### src/rtl/multicycle_control_pkg.sv
// Shared encodings for the multicycle RV32 control FSM: states, ALU op codes,
// writeback selects, opcodes and the decode helpers used by the controller.
package multicycle_control_pkg;

  typedef enum logic [2:0] {
    ST_FETCH       = 3'd0,
    ST_DECODE      = 3'd1,
    ST_EXECUTE     = 3'd2,
    ST_MEM         = 3'd3,
    ST_MULDIV_WAIT = 3'd4,
    ST_WRITEBACK   = 3'd5,
    ST_TRAP        = 3'd6
  } state_e;

  localparam logic [2:0] ALU_ZERO      = 3'b000;
  localparam logic [2:0] ALU_ADD       = 3'b001;
  localparam logic [2:0] ALU_DEFAULT   = 3'b010;
  localparam logic [2:0] ALU_SECONDARY = 3'b011;
  localparam logic [2:0] ALU_MULDIV    = 3'b101;

  localparam logic [2:0] WB_ALU  = 3'b000;
  localparam logic [2:0] WB_MEM  = 3'b001;
  localparam logic [2:0] WB_LINK = 3'b010;
  localparam logic [2:0] WB_IMM  = 3'b011;

  localparam logic [6:0] OPCODE_LOAD     = 7'b0000011;
  localparam logic [6:0] OPCODE_MISC_MEM = 7'b0001111;
  localparam logic [6:0] OPCODE_OP_IMM   = 7'b0010011;
  localparam logic [6:0] OPCODE_AUIPC    = 7'b0010111;
  localparam logic [6:0] OPCODE_STORE    = 7'b0100011;
  localparam logic [6:0] OPCODE_OP       = 7'b0110011;
  localparam logic [6:0] OPCODE_LUI      = 7'b0110111;
  localparam logic [6:0] OPCODE_BRANCH   = 7'b1100011;
  localparam logic [6:0] OPCODE_JALR     = 7'b1100111;
  localparam logic [6:0] OPCODE_JAL      = 7'b1101111;

  typedef struct packed {
    logic [2:0] alu_op;
    logic       a_sel;
    logic       b_sel;
  } alu_ctrl_t;

  function automatic logic opcode_supported(input logic [6:0] op);
    logic ok;
    case (op)
      OPCODE_LOAD, OPCODE_MISC_MEM, OPCODE_OP_IMM, OPCODE_AUIPC, OPCODE_STORE,
      OPCODE_OP, OPCODE_LUI, OPCODE_BRANCH, OPCODE_JALR, OPCODE_JAL: ok = 1'b1;
      default:                                                       ok = 1'b0;
    endcase
    return ok;
  endfunction

  // Secondary op (bit30) takes precedence over the M-extension select.
  function automatic alu_ctrl_t alu_decode(input logic [6:0] op, input logic b30,
                                           input logic b25, input logic m_ext);
    alu_ctrl_t c;
    c.alu_op = ALU_ZERO;
    c.a_sel  = 1'b0;
    c.b_sel  = 1'b0;
    case (op)
      OPCODE_OP: begin
        if (b30)                c.alu_op = ALU_SECONDARY;
        else if (m_ext && b25)  c.alu_op = ALU_MULDIV;
        else                    c.alu_op = ALU_DEFAULT;
      end
      OPCODE_OP_IMM: begin
        c.alu_op = ALU_DEFAULT;
        c.b_sel  = 1'b1;
      end
      OPCODE_LOAD, OPCODE_STORE, OPCODE_JALR: begin
        c.alu_op = ALU_ADD;
        c.b_sel  = 1'b1;
      end
      OPCODE_AUIPC, OPCODE_JAL: begin
        c.alu_op = ALU_ADD;
        c.a_sel  = 1'b1;
        c.b_sel  = 1'b1;
      end
      OPCODE_BRANCH: c.alu_op = ALU_ADD;
      default:       c.alu_op = ALU_ZERO;
    endcase
    return c;
  endfunction

  function automatic logic [2:0] wb_select(input logic [6:0] op);
    logic [2:0] s;
    case (op)
      OPCODE_LOAD:              s = WB_MEM;
      OPCODE_JAL, OPCODE_JALR:  s = WB_LINK;
      OPCODE_LUI:               s = WB_IMM;
      default:                  s = WB_ALU;
    endcase
    return s;
  endfunction

endpackage

### src/rtl/multicycle_control.sv
// Multicycle RV32 control FSM: fetch/decode/execute/mem/muldiv/writeback with
// bounded memory waits and a sticky trap for illegal opcodes or timeouts.
module multicycle_control
  import multicycle_control_pkg::*;
#(
  parameter int M_EXTENSION  = 0,
  parameter int MAX_MEM_WAIT = 15
) (
  input  logic       clock,
  input  logic       reset,
  input  logic [6:0] inst_opcode,
  input  logic       inst_bit_30,
  input  logic       inst_bit_25,
  input  logic       inst_mem_ready,
  input  logic       data_mem_ready,
  input  logic       muldiv_done,
  output logic       pc_write_enable,
  output logic       ir_write_enable,
  output logic       inst_mem_read_enable,
  output logic       regfile_write_enable,
  output logic       alu_operand_a_select,
  output logic       alu_operand_b_select,
  output logic [2:0] alu_op_type,
  output logic       jal_enable,
  output logic       jalr_enable,
  output logic       branch_enable,
  output logic       data_mem_read_enable,
  output logic       data_mem_write_enable,
  output logic [2:0] reg_writeback_select,
  output logic       muldiv_start,
  output logic       illegal_instruction,
  output logic       mem_timeout
);

  localparam int              CNT_W      = $clog2(MAX_MEM_WAIT + 1);
  localparam logic [CNT_W-1:0] WAIT_LIMIT = CNT_W'(MAX_MEM_WAIT);
  localparam logic            M_EN       = (M_EXTENSION != 0);

  state_e           state, state_next;
  logic [CNT_W-1:0] wait_cnt;
  logic [6:0]       opcode_q;
  logic             bit30_q, bit25_q;
  logic             wait_inc, timeout_hit, illegal_hit;
  alu_ctrl_t        alu_c;
  logic             is_muldiv;

  assign alu_c     = alu_decode(opcode_q, bit30_q, bit25_q, M_EN);
  assign is_muldiv = (alu_c.alu_op == ALU_MULDIV);

  always_ff @(posedge clock or negedge reset) begin
    if (!reset) state <= ST_FETCH;
    else        state <= state_next;
  end

  always_comb begin
    state_next  = state;
    wait_inc    = 1'b0;
    timeout_hit = 1'b0;
    illegal_hit = 1'b0;
    case (state)
      ST_FETCH: begin
        if (inst_mem_ready) begin
          state_next = ST_DECODE;
        end else if (wait_cnt == WAIT_LIMIT) begin
          state_next  = ST_TRAP;
          timeout_hit = 1'b1;
        end else begin
          wait_inc = 1'b1;
        end
      end
      ST_DECODE: begin
        if (opcode_supported(opcode_q)) begin
          state_next = ST_EXECUTE;
        end else begin
          state_next  = ST_TRAP;
          illegal_hit = 1'b1;
        end
      end
      ST_EXECUTE: begin
        if (opcode_q == OPCODE_LOAD || opcode_q == OPCODE_STORE)          state_next = ST_MEM;
        else if (is_muldiv)                                               state_next = ST_MULDIV_WAIT;
        else if (opcode_q == OPCODE_BRANCH || opcode_q == OPCODE_MISC_MEM) state_next = ST_FETCH;
        else                                                              state_next = ST_WRITEBACK;
      end
      ST_MEM: begin
        if (data_mem_ready) begin
          state_next = (opcode_q == OPCODE_LOAD) ? ST_WRITEBACK : ST_FETCH;
        end else if (wait_cnt == WAIT_LIMIT) begin
          state_next  = ST_TRAP;
          timeout_hit = 1'b1;
        end else begin
          wait_inc = 1'b1;
        end
      end
      ST_MULDIV_WAIT: if (muldiv_done) state_next = ST_WRITEBACK;
      ST_WRITEBACK:   state_next = ST_FETCH;
      ST_TRAP:        state_next = ST_TRAP;
      default:        state_next = ST_FETCH;
    endcase
  end

  always_comb begin
    pc_write_enable       = 1'b0;
    ir_write_enable       = 1'b0;
    inst_mem_read_enable  = 1'b0;
    regfile_write_enable  = 1'b0;
    alu_operand_a_select  = 1'b0;
    alu_operand_b_select  = 1'b0;
    alu_op_type           = ALU_ZERO;
    jal_enable            = 1'b0;
    jalr_enable           = 1'b0;
    branch_enable         = 1'b0;
    data_mem_read_enable  = 1'b0;
    data_mem_write_enable = 1'b0;
    reg_writeback_select  = WB_ALU;
    muldiv_start          = 1'b0;
    if (state inside {ST_EXECUTE, ST_MEM, ST_MULDIV_WAIT, ST_WRITEBACK}) begin
      alu_op_type          = alu_c.alu_op;
      alu_operand_a_select = alu_c.a_sel;
      alu_operand_b_select = alu_c.b_sel;
    end
    case (state)
      ST_FETCH: begin
        inst_mem_read_enable = 1'b1;
        ir_write_enable      = inst_mem_ready;
      end
      ST_EXECUTE: begin
        if (opcode_q == OPCODE_BRANCH) begin
          branch_enable   = 1'b1;
          pc_write_enable = 1'b1;
        end
        if (opcode_q == OPCODE_MISC_MEM) pc_write_enable = 1'b1;
        muldiv_start = is_muldiv;
      end
      ST_MEM: begin
        data_mem_read_enable  = (opcode_q == OPCODE_LOAD);
        data_mem_write_enable = (opcode_q == OPCODE_STORE);
        // A store retires in the cycle its write completes.
        pc_write_enable       = (opcode_q == OPCODE_STORE) && data_mem_ready;
      end
      ST_WRITEBACK: begin
        regfile_write_enable = 1'b1;
        pc_write_enable      = 1'b1;
        jal_enable           = (opcode_q == OPCODE_JAL);
        jalr_enable          = (opcode_q == OPCODE_JALR);
        reg_writeback_select = wb_select(opcode_q);
      end
      default: ;
    endcase
  end

  // Counter runs only while waiting; any other cycle (including entry to
  // FETCH or MEM) leaves it cleared.
  always_ff @(posedge clock or negedge reset) begin
    if (!reset)        wait_cnt <= '0;
    else if (wait_inc) wait_cnt <= wait_cnt + CNT_W'(1);
    else               wait_cnt <= '0;
  end

  always_ff @(posedge clock or negedge reset) begin
    if (!reset) begin
      opcode_q <= '0;
      bit30_q  <= 1'b0;
      bit25_q  <= 1'b0;
    end else if (state == ST_FETCH && inst_mem_ready) begin
      opcode_q <= inst_opcode;
      bit30_q  <= inst_bit_30;
      bit25_q  <= inst_bit_25;
    end
  end

  always_ff @(posedge clock or negedge reset) begin
    if (!reset) begin
      illegal_instruction <= 1'b0;
      mem_timeout         <= 1'b0;
    end else begin
      if (illegal_hit) illegal_instruction <= 1'b1;
      if (timeout_hit) mem_timeout         <= 1'b1;
    end
  end

endmodule

### config.mk
export PLATFORM = sky130hd
export DESIGN_NAME = multicycle_control
export DESIGN_NICKNAME = d
export VERILOG_FILES = /design/src/rtl/multicycle_control_pkg.sv /design/src/rtl/multicycle_control.sv
export SDC_FILE = /design/constraint.sdc
export NUM_CORES = 1
export LEC_CHECK = 0
export CAP_MARGIN = 20
export CORE_MARGIN = 3
export CORE_UTILIZATION = 55
export CTS_CLUSTER_DIAMETER = 30
export DETAILED_ROUTE_END_ITERATION = 16
export DONT_BUFFER_PORTS = 1
export HOLD_SLACK_MARGIN = 0.12
export PLACE_DENSITY = 0.76
export SETUP_SLACK_MARGIN = 0.5
export SYNTH_ARGS = -nofsm -noshare
export SYNTH_HDL_FRONTEND = slang
export SYNTH_SLANG_ARGS = --single-unit
### constraint.sdc
create_clock -name clock -period 2.26 [get_ports clock]
set_input_delay 0.113 -clock clock [delete_from_list [all_inputs] [get_ports clock]]
set_output_delay 0.113 -clock clock [all_outputs]
set_load 0.02 [all_outputs]
==> impl_metrics.prom <==
# TYPE chip_impl_metric gauge
chip_impl_metric{name="post-route-period-util",unit=""} 0.8109
chip_impl_metric{name="cts_inserted_buffers",unit=""} 3
chip_impl_info{name="rsz0062_at_grt",value="true"} 1
chip_impl_metric{name="fp.dieH",unit="um"} 54.03
chip_impl_metric{name="synth.area.mux_share",unit=""} 0.07890
chip_impl_metric{name="drt-initial-drc-count",unit=""} 90
chip_impl_metric{name="clk_pin_slew_worst_paths",unit="ns"} 0.11
chip_impl_metric{name="antenna_violations_before_repair",unit=""} 0
chip_impl_info{name="clock_tree.root_cell",value="sky130_fd_sc_hd__clkbuf_4"} 1
chip_impl_metric{name="final_hold_viol_count",unit=""} 0
chip_impl_metric{name="regToRegSetupSlack",unit="ns"} 0.43
chip_impl_info{name="critical_path.endpoint_type",value="flop"} 1
chip_impl_metric{name="netlist_instances",unit=""} 143
chip_impl_info{name="synth_commonest_cells",value="17 x sky130_fd_sc_hd__dfrtp_1, 14 x sky130_fd_sc_hd__nor2_1, 11 x sky130_fd_sc_hd__a21oi_1, 11 x sky130_fd_sc_hd__nand2_1"} 1
chip_impl_metric{name="post-route-drc-count",unit=""} 0
chip_impl_metric{name="synthArstFlopShare",unit=""} 1.000
chip_impl_metric{name="highest_achievable_clock_rate",unit="GHz"} 0.5457
chip_impl_metric{name="switching_power",unit="mW"} 1.250
chip_impl_info{name="tritoncts",value="done"} 1
chip_impl_info{name="start_kind",value="flop"} 1
chip_impl_metric{name="synth.ff_latch_count",unit=""} 17
chip_impl_metric{name="slew_headroom",unit=""} 0.4616
chip_impl_metric{name="finalInstanceArea",unit="um2"} 1866
chip_impl_metric{name="wl_per_cell",unit="um"} 22.61
chip_impl_metric{name="synth_compound_gate_area_share",unit=""} 0.1509
chip_impl_metric{name="netSwitchingFraction",unit=""} 0.4734
chip_impl_metric{name="reg2reg_depth",unit=""} 7
chip_impl_info{name="yosysTopAreaCell",value="sky130_fd_sc_hd__dfrtp_1"} 1
chip_impl_metric{name="grt.total_usage",unit=""} 0.2961
chip_impl_metric{name="part_of_the_power_in_registers",unit=""} 0.250
chip_impl_metric{name="vias",unit=""} 1401
chip_impl_metric{name="whs_path_depth",unit=""} 3
chip_impl_metric{name="port-buffer-count",unit=""} 0
chip_impl_metric{name="grt_max_degree",unit=""} 18
chip_impl_metric{name="insertedDiodeCount",unit=""} 0
chip_impl_info{name="worst_hold_path_type",value="input pin to flop"} 1
chip_impl_metric{name="drv.max_cap_violation_count",unit=""} 0
chip_impl_metric{name="design.final.nets",unit=""} 201
chip_impl_metric{name="netlist-cell-type-count",unit=""} 45
chip_impl_metric{name="global_route.overflow_total",unit=""} 0
chip_impl_metric{name="ios",unit=""} 34
chip_impl_metric{name="tightest_slew",unit="ns"} 0.8050
chip_impl_metric{name="worst_ep_arrival",unit="ns"} 2.02
chip_impl_metric{name="cts_htree_levels",unit=""} 1
chip_impl_metric{name="post-place-cells",unit=""} 164
chip_impl_metric{name="first_pass_grt_wire_length",unit="mm"} 6.106
chip_impl_metric{name="slew_violations",unit=""} 0
chip_impl_metric{name="clock_latency",unit="ns"} 0.30
chip_impl_info{name="critical_path.reg2reg.startpoint",value="opcode_q[6]"} 1
chip_impl_info{name="yosys_most_used_dff",value="sky130_fd_sc_hd__dfrtp_1"} 1
chip_impl_metric{name="final_period_minus_worst_setup_slack",unit="ns"} 1.833
chip_impl_metric{name="route.final.wire_length",unit="mm"} 4.770
chip_impl_metric{name="first_global_vias",unit=""} 1233
chip_impl_metric{name="die_x_extent",unit="um"} 54.03
chip_impl_info{name="hold_start",value="inst_mem_ready"} 1
chip_impl_metric{name="setup_viol",unit=""} 0
chip_impl_metric{name="skew",unit="ns"} 0.007864
chip_impl_metric{name="yosys.area_share.simple",unit=""} 0.3136
chip_impl_metric{name="yosys.area.top_type_share",unit=""} 0.3353
chip_impl_info{name="combinational_family_with_the_most_area_after_synthesis",value="simple AND/OR/NAND/NOR gates"} 1
chip_impl_metric{name="instances_no_fill",unit=""} 211
chip_impl_info{name="status",value="finished clean"} 1
chip_impl_metric{name="gp_routability_congestion",unit=""} 0.8209
chip_impl_metric{name="fin_setup_tns",unit="ns"} 0
chip_impl_metric{name="power.share.combinational",unit=""} 0.685
chip_impl_metric{name="power.ir.vdd_worst",unit="uV"} 1111
chip_impl_metric{name="cts_sinks",unit=""} 17
chip_impl_info{name="hold-path-endpoint",value="wait_cnt[2]"} 1
chip_impl_info{name="path_class",value="flop to flop"} 1
chip_impl_metric{name="pwr-share-clk",unit=""} 0.065
chip_impl_metric{name="dp.final_hpwl",unit="mm"} 2.088
chip_impl_metric{name="synthAdderAreaFrac",unit=""} 0.01972
chip_impl_metric{name="netlist_area",unit="um2"} 1269
chip_impl_metric{name="synth-edff-count",unit=""} 0
chip_impl_metric{name="drt_first_pass_iters",unit=""} 4
chip_impl_info{name="rr_endpoint",value="state[2]"} 1
chip_impl_metric{name="core_region_area",unit="um2"} 2062
chip_impl_metric{name="postRouteAntennaNets",unit=""} 0
chip_impl_metric{name="clockBufferDepth",unit=""} 2
chip_impl_metric{name="p_leak",unit="nW"} 0.7948
chip_impl_metric{name="cell_internal_pwr",unit="mW"} 1.390
chip_impl_info{name="synthTopCellsByArea",value="sky130_fd_sc_hd__dfrtp_1 34%, sky130_fd_sc_hd__mux2_2 6.2%, sky130_fd_sc_hd__a21oi_1 4.3%"} 1
chip_impl_metric{name="design.die.area",unit="um2"} 2919
chip_impl_metric{name="cellPowerDensity",unit="nW/um2"} 1415
chip_impl_metric{name="worstPathRequired",unit="ns"} 2.45
chip_impl_metric{name="worst_hold_slack",unit="ns"} 0.1706
chip_impl_metric{name="syn-mean-instance-area",unit="um2"} 8.872
chip_impl_metric{name="timing.critical_path.fanout_max",unit=""} 6
chip_impl_metric{name="placedInstanceArea",unit="um2"} 1270
chip_impl_metric{name="synth_sequential_area_ratio",unit=""} 0.3353
chip_impl_info{name="synthMostInstantiatedCell",value="sky130_fd_sc_hd__dfrtp_1"} 1
chip_impl_metric{name="synthXorXnorAreaFrac",unit=""} 0.01381
chip_impl_metric{name="final_layout_size_suffix_gt1_frac",unit=""} 0.4674
chip_impl_metric{name="avgViaCountPerCell",unit=""} 6.640
chip_impl_metric{name="floorplan.initialDensity",unit=""} 0.6153
chip_impl_metric{name="area_growth_syn_to_layout",unit="%"} 47.04
chip_impl_metric{name="core.rowCount",unit=""} 16
chip_impl_metric{name="synth_warnings",unit=""} 0
[cells in the final DEF, fill, tap and decap left out, drive strengths merged, types with 2 or more instances in the layout]
cell type,n
a21oi,11
and2,4
and3,5
buf,39
clkbuf,3
conb,3
dfrtp,17
dlygate4sd3,10
ha,2
inv,6
mux2,8
nand2,11
nand3,7
nand3b,2
nand4bb,4
nor2,14
nor2b,3
nor3,4
nor4,2
o211ai,2
o21ai,3
o311a,2
o32a,2
or3,3
xor2,2
[registers in the layout (all words and copies together), names as in the netlist]
name,flops
wait_cnt,4
illegal_instruction,1
state,3
mem_timeout,1
bit30_q,1
opcode_q,7
[worst max-delay path by stage]
stage                 from              end  slack, ns  cells after the start
2_1_floorplan     state[1]          bit30_q       0.53                      5
3_3_place_gp   opcode_q[4]         state[2]       0.55                      4
3_5_place_dp      state[0]          bit30_q       0.53                      3
4_1_cts        opcode_q[3]  pc_write_enable       0.45                      5
5_1_grt        opcode_q[6]  pc_write_enable       0.36                      6
6_report       opcode_q[6]         state[2]       0.43                      7
[layer usage]
metal / global-route usage / vias to the layer above / routed length, um
met5: 0 / - / 0
met4: 0.1079 / 0 / 165
met3: 0.07756 / 19 / 550
met2: 0.5020 / 110 / 2229
met1: 0.3586 / 680 / 1825
li1: - / 592 / -
[layout make-up]
cell class	count	area, um2
Inverter	6	22.52
Tap cell	27	33.78
Fill cell	81	196.4
Clock buffer	3	22.52
Clock inverter	1	7.507
Sequential cell	17	435.4
Timing Repair Buffer	49	440.4
Multi-Input combinational cell	108	903.4
[power groups by stage]
stage / combinational, mW / sequential [mW] / clock (mW)
4_1_cts: 1.21 / 0.617 / 0.175
2_1_floorplan: 0.865 / 0.506 / 0
5_1_grt: 1.89 / 0.669 / 0.187
6_report: 1.81 / 0.661 / 0.171
3_5_place_dp: 0.785 / 0.726 / 0
3_3_place_gp: 0.754 / 0.703 / 0
[what timing repair did]
action                     4_1_cts  5_1_grt
hold endpoints to repair        27        0
gates resized for setup         12       36
hold buffers                    10        0
setup endpoints to repair       12       11
setup buffers                   18       15
pin swaps                        1       15
[critical path: stages, from the launching register on]
cell	delay (ns)
sky130_fd_sc_hd__dfrtp_2	0.48
sky130_fd_sc_hd__buf_4	0.15
sky130_fd_sc_hd__nand4bb_4	0.11
sky130_fd_sc_hd__a211oi_2	0.28
sky130_fd_sc_hd__buf_4	0.15
sky130_fd_sc_hd__buf_4	0.12
sky130_fd_sc_hd__a311oi_1	0.05
sky130_fd_sc_hd__o32a_1	0.38
[through the flow]
stage               utilization  power, mW  worst slack (ns)
global route             0.9047      2.747            0.3621
finish                   0.9047      2.640            0.4274
detailed placement       0.6159      1.511            0.5325
global placement         0.6159      1.457            0.5478
floorplan                     -      1.371            0.5345
CTS                      0.7670      2.006            0.4479
[cell families (layout without fill, tap and decap cells)]
logic type,count (synthesis),in the layout
other cells,1,3
buf+inv,20,59
mux,9,9
flops,17,17
simple gates,65,65
xor+xnor,2,2
compound gates,27,27
fa+ha+maj,2,2
Note: power is estimated with default switching activity, not from simulation.
